==> config.mk <==
export PLATFORM = sky130hd
export DESIGN_NAME = load_unit_flat
export DESIGN_NICKNAME = d
export VERILOG_FILES = /design/src/rtl/load_unit_if.sv /design/src/rtl/load_unit.sv /design/src/flat_wrapper.sv
export SDC_FILE = /design/constraint.sdc
export NUM_CORES = 1
export LEC_CHECK = 0
export ABC_CLOCK_PERIOD_IN_PS = 3800
export CORE_MARGIN = 2
export CORE_UTILIZATION = 46
export DETAILED_ROUTE_END_ITERATION = 8
export GPL_TIMING_DRIVEN = 1
export MAX_ROUTING_LAYER = met4
export PLACE_DENSITY = 0.78
export SLEW_MARGIN = 20
export SYNTH_ARGS = -nofsm -noshare
export SYNTH_HDL_FRONTEND = slang
export SYNTH_SLANG_ARGS = --single-unit
==> constraint.sdc <==
create_clock -name clock -period 3.8 [get_ports clock]
set_clock_uncertainty 0.15 [all_clocks]
set_input_delay 0.95 -clock clock [delete_from_list [all_inputs] [get_ports clock]]
set_output_delay 0.95 -clock clock [all_outputs]
set_load 0.01 [all_outputs]
==> src/rtl/load_unit_if.sv <==
// Memory read handshake between the load unit (master) and data memory (slave).
interface load_unit_if;
   logic        mem_req;
   logic [31:0] mem_addr;
   logic        mem_ready;
   logic [31:0] mem_rdata;

   modport master (output mem_req, output mem_addr, input mem_ready, input mem_rdata);
   modport slave  (input mem_req, input mem_addr, output mem_ready, output mem_rdata);
endinterface

==> src/rtl/load_unit.sv <==
// RV32I load path controller: issues a word-aligned memory read, then extracts
// and sign/zero-extends the addressed byte, halfword or word.
module load_unit #(
   parameter int TIMEOUT = 255
) (
   input  logic        clock,
   input  logic        reset,
   input  logic        start,
   input  logic [2:0]  funct3,
   input  logic [31:0] address,
   output logic        busy,
   output logic        done,
   output logic        error,
   output logic [31:0] result,
   load_unit_if.master mem
);
   localparam int CountWidth = (TIMEOUT > 0) ? $clog2(TIMEOUT + 1) : 1;
   localparam logic [CountWidth-1:0] CountMax   = '1;
   localparam logic [CountWidth-1:0] CountLimit = CountWidth'(TIMEOUT);

   typedef enum logic [1:0] {IDLE, WAIT, RESP, FAULT} state_t;

   state_t                state;
   state_t                state_next;
   logic [31:0]           addr_q;
   logic [2:0]            funct3_q;
   logic [CountWidth-1:0] wait_count;
   logic [CountWidth-1:0] count_next;
   logic [31:0]           result_q;
   logic                  start_legal;
   logic                  timeout_hit;

   function automatic logic is_legal(input logic [2:0] f3, input logic [1:0] lane);
      case (f3)
         3'b000, 3'b100: is_legal = 1'b1;
         3'b001, 3'b101: is_legal = ~lane[0];
         3'b010:         is_legal = (lane == 2'b00);
         default:        is_legal = 1'b0;
      endcase
   endfunction

   function automatic logic [31:0] extract(input logic [2:0] f3, input logic [1:0] lane,
                                           input logic [31:0] word);
      logic [7:0]  byte_v;
      logic [15:0] half_v;
      byte_v = 8'(word >> {lane, 3'b000});
      half_v = 16'(word >> {lane[1], 4'b0000});
      case (f3)
         3'b000:  extract = {{24{byte_v[7]}}, byte_v};
         3'b001:  extract = {{16{half_v[15]}}, half_v};
         3'b100:  extract = {24'b0, byte_v};
         3'b101:  extract = {16'b0, half_v};
         default: extract = word;
      endcase
   endfunction

   always_comb begin
      start_legal = is_legal(funct3, address[1:0]);
      count_next  = (wait_count == CountMax) ? wait_count : wait_count + CountWidth'(1);
      timeout_hit = (TIMEOUT != 0) && (count_next == CountLimit);
   end

   // State register; reset drops mem_req at once since outputs decode from state.
   always_ff @(posedge clock or posedge reset) begin
      if (reset) begin
         state <= IDLE;
      end else begin
         state <= state_next;
      end
   end

   always_comb begin
      state_next  = state;
      busy        = 1'b0;
      done        = 1'b0;
      error       = 1'b0;
      mem.mem_req = 1'b0;
      case (state)
         IDLE, RESP, FAULT: begin
            done  = (state == RESP);
            error = (state == FAULT);
            if (start) begin
               state_next = start_legal ? WAIT : FAULT;
            end else begin
               state_next = IDLE;
            end
         end
         WAIT: begin
            busy        = 1'b1;
            mem.mem_req = 1'b1;
            if (mem.mem_ready) begin
               state_next = RESP;
            end else if (timeout_hit) begin
               state_next = FAULT;
            end
         end
         default: state_next = IDLE;
      endcase
   end

   // Request latch, timeout counter and result capture; start cannot be accepted in WAIT.
   always_ff @(posedge clock or posedge reset) begin
      if (reset) begin
         addr_q     <= '0;
         funct3_q   <= '0;
         wait_count <= '0;
         result_q   <= '0;
      end else begin
         if (start && state != WAIT && start_legal) begin
            addr_q     <= address;
            funct3_q   <= funct3;
            wait_count <= '0;
         end else if (state == WAIT && !mem.mem_ready) begin
            wait_count <= count_next;
         end
         if (state == WAIT && mem.mem_ready) begin
            result_q <= extract(funct3_q, addr_q[1:0], mem.mem_rdata);
         end
      end
   end

   assign mem.mem_addr = {addr_q[31:2], 2'b00};
   assign result       = result_q;
endmodule

==> src/flat_wrapper.sv <==
// flat-port wrapper written by rule: the top's interface ports become plain ports
module load_unit_flat 
#(
   parameter int TIMEOUT = 255
)
  (clock, reset, start, funct3, address, busy, done, error, result, mem_mem_req, mem_mem_addr, mem_mem_ready, mem_mem_rdata);
  load_unit_if mem_i ();
  input  logic clock;
  input  logic reset;
  input  logic start;
  input  logic [2:0] funct3;
  input  logic [31:0] address;
  output logic busy;
  output logic done;
  output logic error;
  output logic [31:0] result;
  output wire logic [$bits(mem_i.mem_req)-1:0] mem_mem_req;
  output wire logic [$bits(mem_i.mem_addr)-1:0] mem_mem_addr;
  input wire logic [$bits(mem_i.mem_ready)-1:0] mem_mem_ready;
  input wire logic [$bits(mem_i.mem_rdata)-1:0] mem_mem_rdata;
  assign mem_mem_req = mem_i.mem_req;
  assign mem_mem_addr = mem_i.mem_addr;
  assign mem_i.mem_ready = mem_mem_ready;
  assign mem_i.mem_rdata = mem_mem_rdata;
  load_unit #(.TIMEOUT(TIMEOUT)) u_core (.clock(clock), .reset(reset), .start(start), .funct3(funct3), .address(address), .busy(busy), .done(done), .error(error), .result(result), .mem(mem_i));
endmodule
==> flow_summary.ini, run 1 <==
[routing]
drt-total-wl_um = 10100
drtIter0Drc = 174
first_pass_iters = 5
viasPerCell = 5.39
drc = 0
route.detailed.wl_per_inst_um = 16.9
vias = 3235
antenna_left = 0

[logic_synthesis]
syn_area_um2 = 4150
ys_seq_area_frac = 0.465
syn_inst = 393
yosys_register_bits = 77
ys_warn_count = 0
syn_avg_cell_area_um2 = 10.5
synth.distinct_cells = 42

[clocking]
clkLatencyLatePin_ns = 0.34
cts_hold_buf = 0
cts-root-buf = clkbuf_8
clkSinkCount = 77
cts_resized = 0
path_clk_slew_ns = 0.08
cts_made_buffers = 9
cts_setup_buffers = 0
cts_max_level = 3
cts_buffer_depth = 2
cts_tree = yes

[cells_and_area]
diodes = 0
fin_nets = 559
nFillCells = 701
areaGrowthSynthToFinish_pct = 32.5
final_common_cell = clkdlybuf4s50_1
final_cell_mix = clkdlybuf4s50_1, dfrtp_1, nand2_1, o21ai_0, a21oi_1
drive_gt1_frac = 0.134

[run_status]
status = complete, no violations

[sta]
drv_slew = 0
finalHoldViolCount = 0
worstMarginPinSlew_ns = 0.685
hold-worst-slack_ns = 0.336
rsz0062_at_grt = no
fmax_mhz = 359
post-route-period-util = 0.733
period_minus_slack_ns = 2.79
fin_setup_tns_ns = 0
setup_viol = 0
slew_headroom = 0.542

[grt]
antenna_found_initial = 0
grt_usage = 0.216
grt_pass1_vias = 3169
grt_remaining_overflow = 0
grt_pass1_wl_um = 16300
grt_max_degree = 45

[worst_setup_path]
worst-path-max-fanout = 7
arrival_ns = 1.69
critPathCaptureType = primary output
required_ns = 2.70
crit_type = reg2out
startpoint_type = flop

[power]
ir_worst_vdd_v = 0.000358
leakage_nw = 2.34
power.density_nw_per_um2 = 656

[floorplanning]
start_util = 0.475
core-area_um2 = 8720
die_w_um = 98.9
io_pins = 139
fp-row-count = 34
fp.dieH_um = 98.9
die_area_um2 = 9790

[placement]
io_buffer_count = 136
place.gp.congestion = 0.845
place_hpwl_um = 7290

[min_path]
min_path_type = reg2reg

[flow_run]
maxCapViolCount = 0
[critical path: stages, from the launching register on]
cell and delay [ns]:
dfrtp_1 0.38, nand2b_1 0.24, inv_1 0.16, clkdlybuf4s50_1 0.56
[power by group]
part	total (mW)	internal (mW)	switching, mW
sequential	1.33	1.11	0.218
clock	0.664	0.347	0.318
combinational	1.61	0.909	0.700
total	3.60	2.37	1.24
[cell families after synthesis]
logic type | after synthesis | synth area share
buffers and inverters | 66 | 0.111
adders and majority gates | 1 | 0.00302
and+or+nand+nor | 98 | 0.121
other | 1 | 0.000905
AOI/OAI and AO/OA | 97 | 0.132
muxes | 51 | 0.163
xor gates and xnor gates | 2 | 0.00423
DFF | 77 | 0.465
[sequential cells by signal, indices dropped and copies added (netlist names)]
register,count
u_core.addr_q,32
u_core.funct3_q,3
u_core.result,32
u_core.state,2
u_core.wait_count,8
[Yosys cell counts (all sizes together)]
library cell  instances  area share
clkbuf               14       0.013
a31o                  1      0.0021
mux2                 36        0.13
xnor2                 1      0.0021
dfrtp                77        0.46
a311oi                1      0.0021
o31a                  1      0.0021
and2                  1      0.0015
buf                  47       0.094
a31oi                 3      0.0045
nor4                  1      0.0015
nor2                 15       0.014
nor3                  4      0.0075
nand4                 6       0.013
nor3b                 7       0.013
a21o                  1      0.0018
inv                   5      0.0045
nand2b                1      0.0015
o31ai                 2      0.0069
a21oi                33       0.040
nand4b                1      0.0021
mux2i                15       0.036
xor2                  1      0.0021
o21ai                37       0.045
nand2                44       0.040
ha                    1      0.0030
and4                  2      0.0042
nand3                 5      0.0060
a211oi                3      0.0054
o22ai                15       0.023
nand3b                1      0.0018
nor2b                10       0.016
conb                  1     0.00090
[layout make-up]
type	count	area (um2)	share of cell area
multi-input cells	251	1770	0.322
clock buffers	11	151	0.0276
inverters	5	20.0	0.00364
flip-flops and latches	77	1930	0.351
clock inverters	5	65.1	0.0118
well taps	108	135	0.0246
repair buffers	143	1430	0.260
[final timing paths]
kind / cells after the start / slack [ns] / start / to
setup / recovery: 3 / 1.01 / u_core.state[1] / busy
hold / removal: 2 / 0.34 / u_core.result[24] / u_core.result[24]
setup reg to reg: 6 / 1.76 / u_core.addr_q[1] / u_core.result[26]
hold reg to reg: 2 / 0.34 / u_core.result[24] / u_core.result[24]
max in group asynchronous: 3 / 1.92 / reset / u_core.addr_q[3]
min in group asynchronous: 2 / 0.80 / reset / u_core.result[26]
[through the flow]
step / instances / setup WS (ns) / power [mW] / util / instance area [um2]
finish: 600 / 1.01 / 3.60 / 0.630 / 5490
global route: 600 / 0.907 / 3.82 / 0.630 / 5490
CTS: 600 / 0.985 / 3.63 / 0.630 / 5490
detailed placement: 584 / 0.772 / 2.95 / 0.605 / 5280
global placement: 584 / 0.820 / 2.90 / 0.605 / 5280
floorplan: 394 / 0.733 / 2.32 / - / 4150
[metal layers]
metal | wire length [um] | share of wire | GRT usage
met1 | 4530 | 0.45 | 0.300
met2 | 4870 | 0.48 | 0.315
met3 | 549 | 0.054 | 0.0397
met4 | 187 | 0.018 | 0.0843
met5 | 0 | 0 | -
(Power assumes the default switching activity.)
==> run 2: changes to the inputs <==
ABC_CLOCK_PERIOD_IN_PS = 2350   (was 3800)
CORE_UTILIZATION = 42   (was 46)
PLACE_DENSITY = 0.74   (was 0.78)
clock period = 2.35 ns   (was 3.8 ns; I/O delays follow)
==> run 2 against run 1 <==
Utilization decreased by 4.5 points. Non-clock buffer count increased by 11. Register-to-register slack got worse by 1.4 ns. Global-route usage decreased by 1.9 points. Clock power increased by 76%. First-iteration DRC count decreased by 41%. Clock-buffer cell count decreased by 1. Setup slack got worse by 0.85 ns. Hold slack got worse by 0.0041 ns. Largest cell class unchanged. Highest routed layer unchanged. Final area increased by 3.2%.
==> flow_summary.ini, run 2 (synthesis gave the netlist of run 1 again) <==
[floorplanning]
start_util = 0.428
die_area_um2 = 10700
io_pins = 139
core-area_um2 = 9680
fp-row-count = 36
die_w_um = 103
fp.dieH_um = 103

[placement]
place.gp.congestion = 0.906
preCtsSetupSlack_ns = -0.223
place_hpwl_um = 7330
io_buffer_count = 136

[cells_and_area]
diodes = 0
drive_gt1_frac = 0.155
final_common_cell = clkdlybuf4s50_1
final_cell_mix = clkdlybuf4s50_1, dfrtp_1, nand2_1, o21ai_0, a21oi_1
utilization = 0.585
nFillCells = 815
areaGrowthSynthToFinish_pct = 36.7
fin_nets = 570

[grt]
grt_usage = 0.197
grt_remaining_overflow = 0
grt_max_degree = 78
grt_pass1_vias = 3111
grt_pass1_wl_um = 15800
antenna_found_initial = 0

[clocking]
cts_tree = yes
cts_buffer_depth = 2
cts-root-buf = clkbuf_8
cts_max_level = 3
path_clk_slew_ns = 0.09
cts_setup_buffers = 0
cts_made_buffers = 9
clkLatencyLatePin_ns = 0.35
clkSinkCount = 77

[routing]
vias = 3150
drc = 0
first_pass_iters = 4
route.detailed.wl_per_inst_um = 15.8
viasPerCell = 4.95
drtIter0Drc = 103
drt-total-wl_um = 10000
antenna_left = 0

[power]
ir_worst_vdd_v = 0.000378
total_power_mw = 5.98
pwr-share-comb = 0.444
leakage_nw = 2.43
seqPwrFrac = 0.360
switchingPower_mw = 2.01
power.density_nw_per_um2 = 1050
p_sw_frac = 0.336
p_clk_frac = 0.196
p_int_mw = 3.97

[sta]
fin_setup_tns_ns = 0
post-route-period-util = 0.930
rsz0062_at_grt = no
finalHoldViolCount = 0
drv_slew = 0
period_minus_slack_ns = 2.19
fmax_mhz = 457
setup_viol = 0
slew_headroom = 0.565
fin_ws_ns = 0.164
worstMarginPinSlew_ns = 0.650

[worst_setup_path]
cp_cell_sequence = clkdlybuf4s50_1 > o31a_1 > o22ai_1 > nor2b_4 > buf_12 > mux2_2
startpoint_type = primary input
cpLargestDelayFamily = buffers and inverters
worst-path-max-fanout = 16
crit_path_max_incr_delay_ns = 0.42
cp_slowest_cell = clkdlybuf4s50_1
required_ns = 2.44
crit_type = in2reg
arrival_ns = 2.28
crit_buf_inv = 2
critPathCaptureType = flop

[run_status]
status = complete, no violations

[min_path]
min_path_type = reg2reg

[flow_run]
maxCapViolCount = 0
==> run 2: changes by cell type in the layout (fill, tap and decap cells not counted), sizes merged <==
| cell | change |
|---|---|
| buf | +11 |
| clkdlybuf4s50 | -2 |
| clkinvlp | +2 |
| bufinv | +1 |
| dlymetal6s2s | +2 |
| clkinv | -2 |
| clkbuf | -1 |
==> run 2: per-stage QoR <==
stage	cell area [um2]	hold WS [ns]	cells
4_1_cts	5660	0.339	636
5_1_grt	5670	0.366	636
3_3_place_gp	5430	0.311	620
2_1_floorplan	4150	0.332	394
6_report	5670	0.332	636
3_5_place_dp	5430	0.319	620
==> run 2: power groups by stage <==
stage	Sequential (mW)	Clock, mW	Combinational (mW)
after floorplan	2.18	0	1.57
after global placement	2.16	0	2.61
after detailed placement	2.17	0	2.66
after CTS	2.16	1.19	2.67
after global routing	2.22	1.26	2.89
final	2.15	1.17	2.66
==> run 2: area by class of cell <==
class / instances / area, um2 / area share
Inverter: 5 / 22.5 / 0.00397
Clock inverter: 6 / 93.8 / 0.0166
Timing Repair Buffer: 154 / 1550 / 0.274
Sequential cell: 77 / 1930 / 0.340
Multi-Input combinational cell: 251 / 1770 / 0.312
Tap cell: 133 / 166 / 0.0294
Clock buffer: 10 / 138 / 0.0243
==> run 2: worst min-delay path, stage by stage, from the launching register on <==
cell,delay [ns]
dfrtp_1,0.35
nand2_1,0.04
o21ai_0,0.06
==> run 2: final timing paths <==
| path | start | end | slack, ns | cells past startpoint |
|---|---|---|---|---|
| setup / recovery | address[0] | u_core.funct3_q[2] | 0.16 | 6 |
| min in group asynchronous | reset | u_core.addr_q[31] | 0.52 | 3 |
| hold / removal | u_core.result[25] | u_core.result[25] | 0.33 | 2 |
| max in group asynchronous | reset | u_core.result[0] | 1.15 | 3 |
| hold reg to reg | u_core.result[25] | u_core.result[25] | 0.33 | 2 |
| setup reg to reg | u_core.funct3_q[0] | u_core.result[20] | 0.39 | 5 |
==> run 2: timing repair <==
item	in CTS	in global routing
endpoints found under the setup margin	0	2
hold buffers	0	0
gates resized for setup	0	3
==> run 2: routing by layer <==
layer,vias up,GRT usage,part of all wire
met5,-,-,0
met4,0,0.0658,0.020
met3,16,0.0417,0.042
met2,71,0.303,0.50
met1,1507,0.260,0.44
li1,1556,-,-
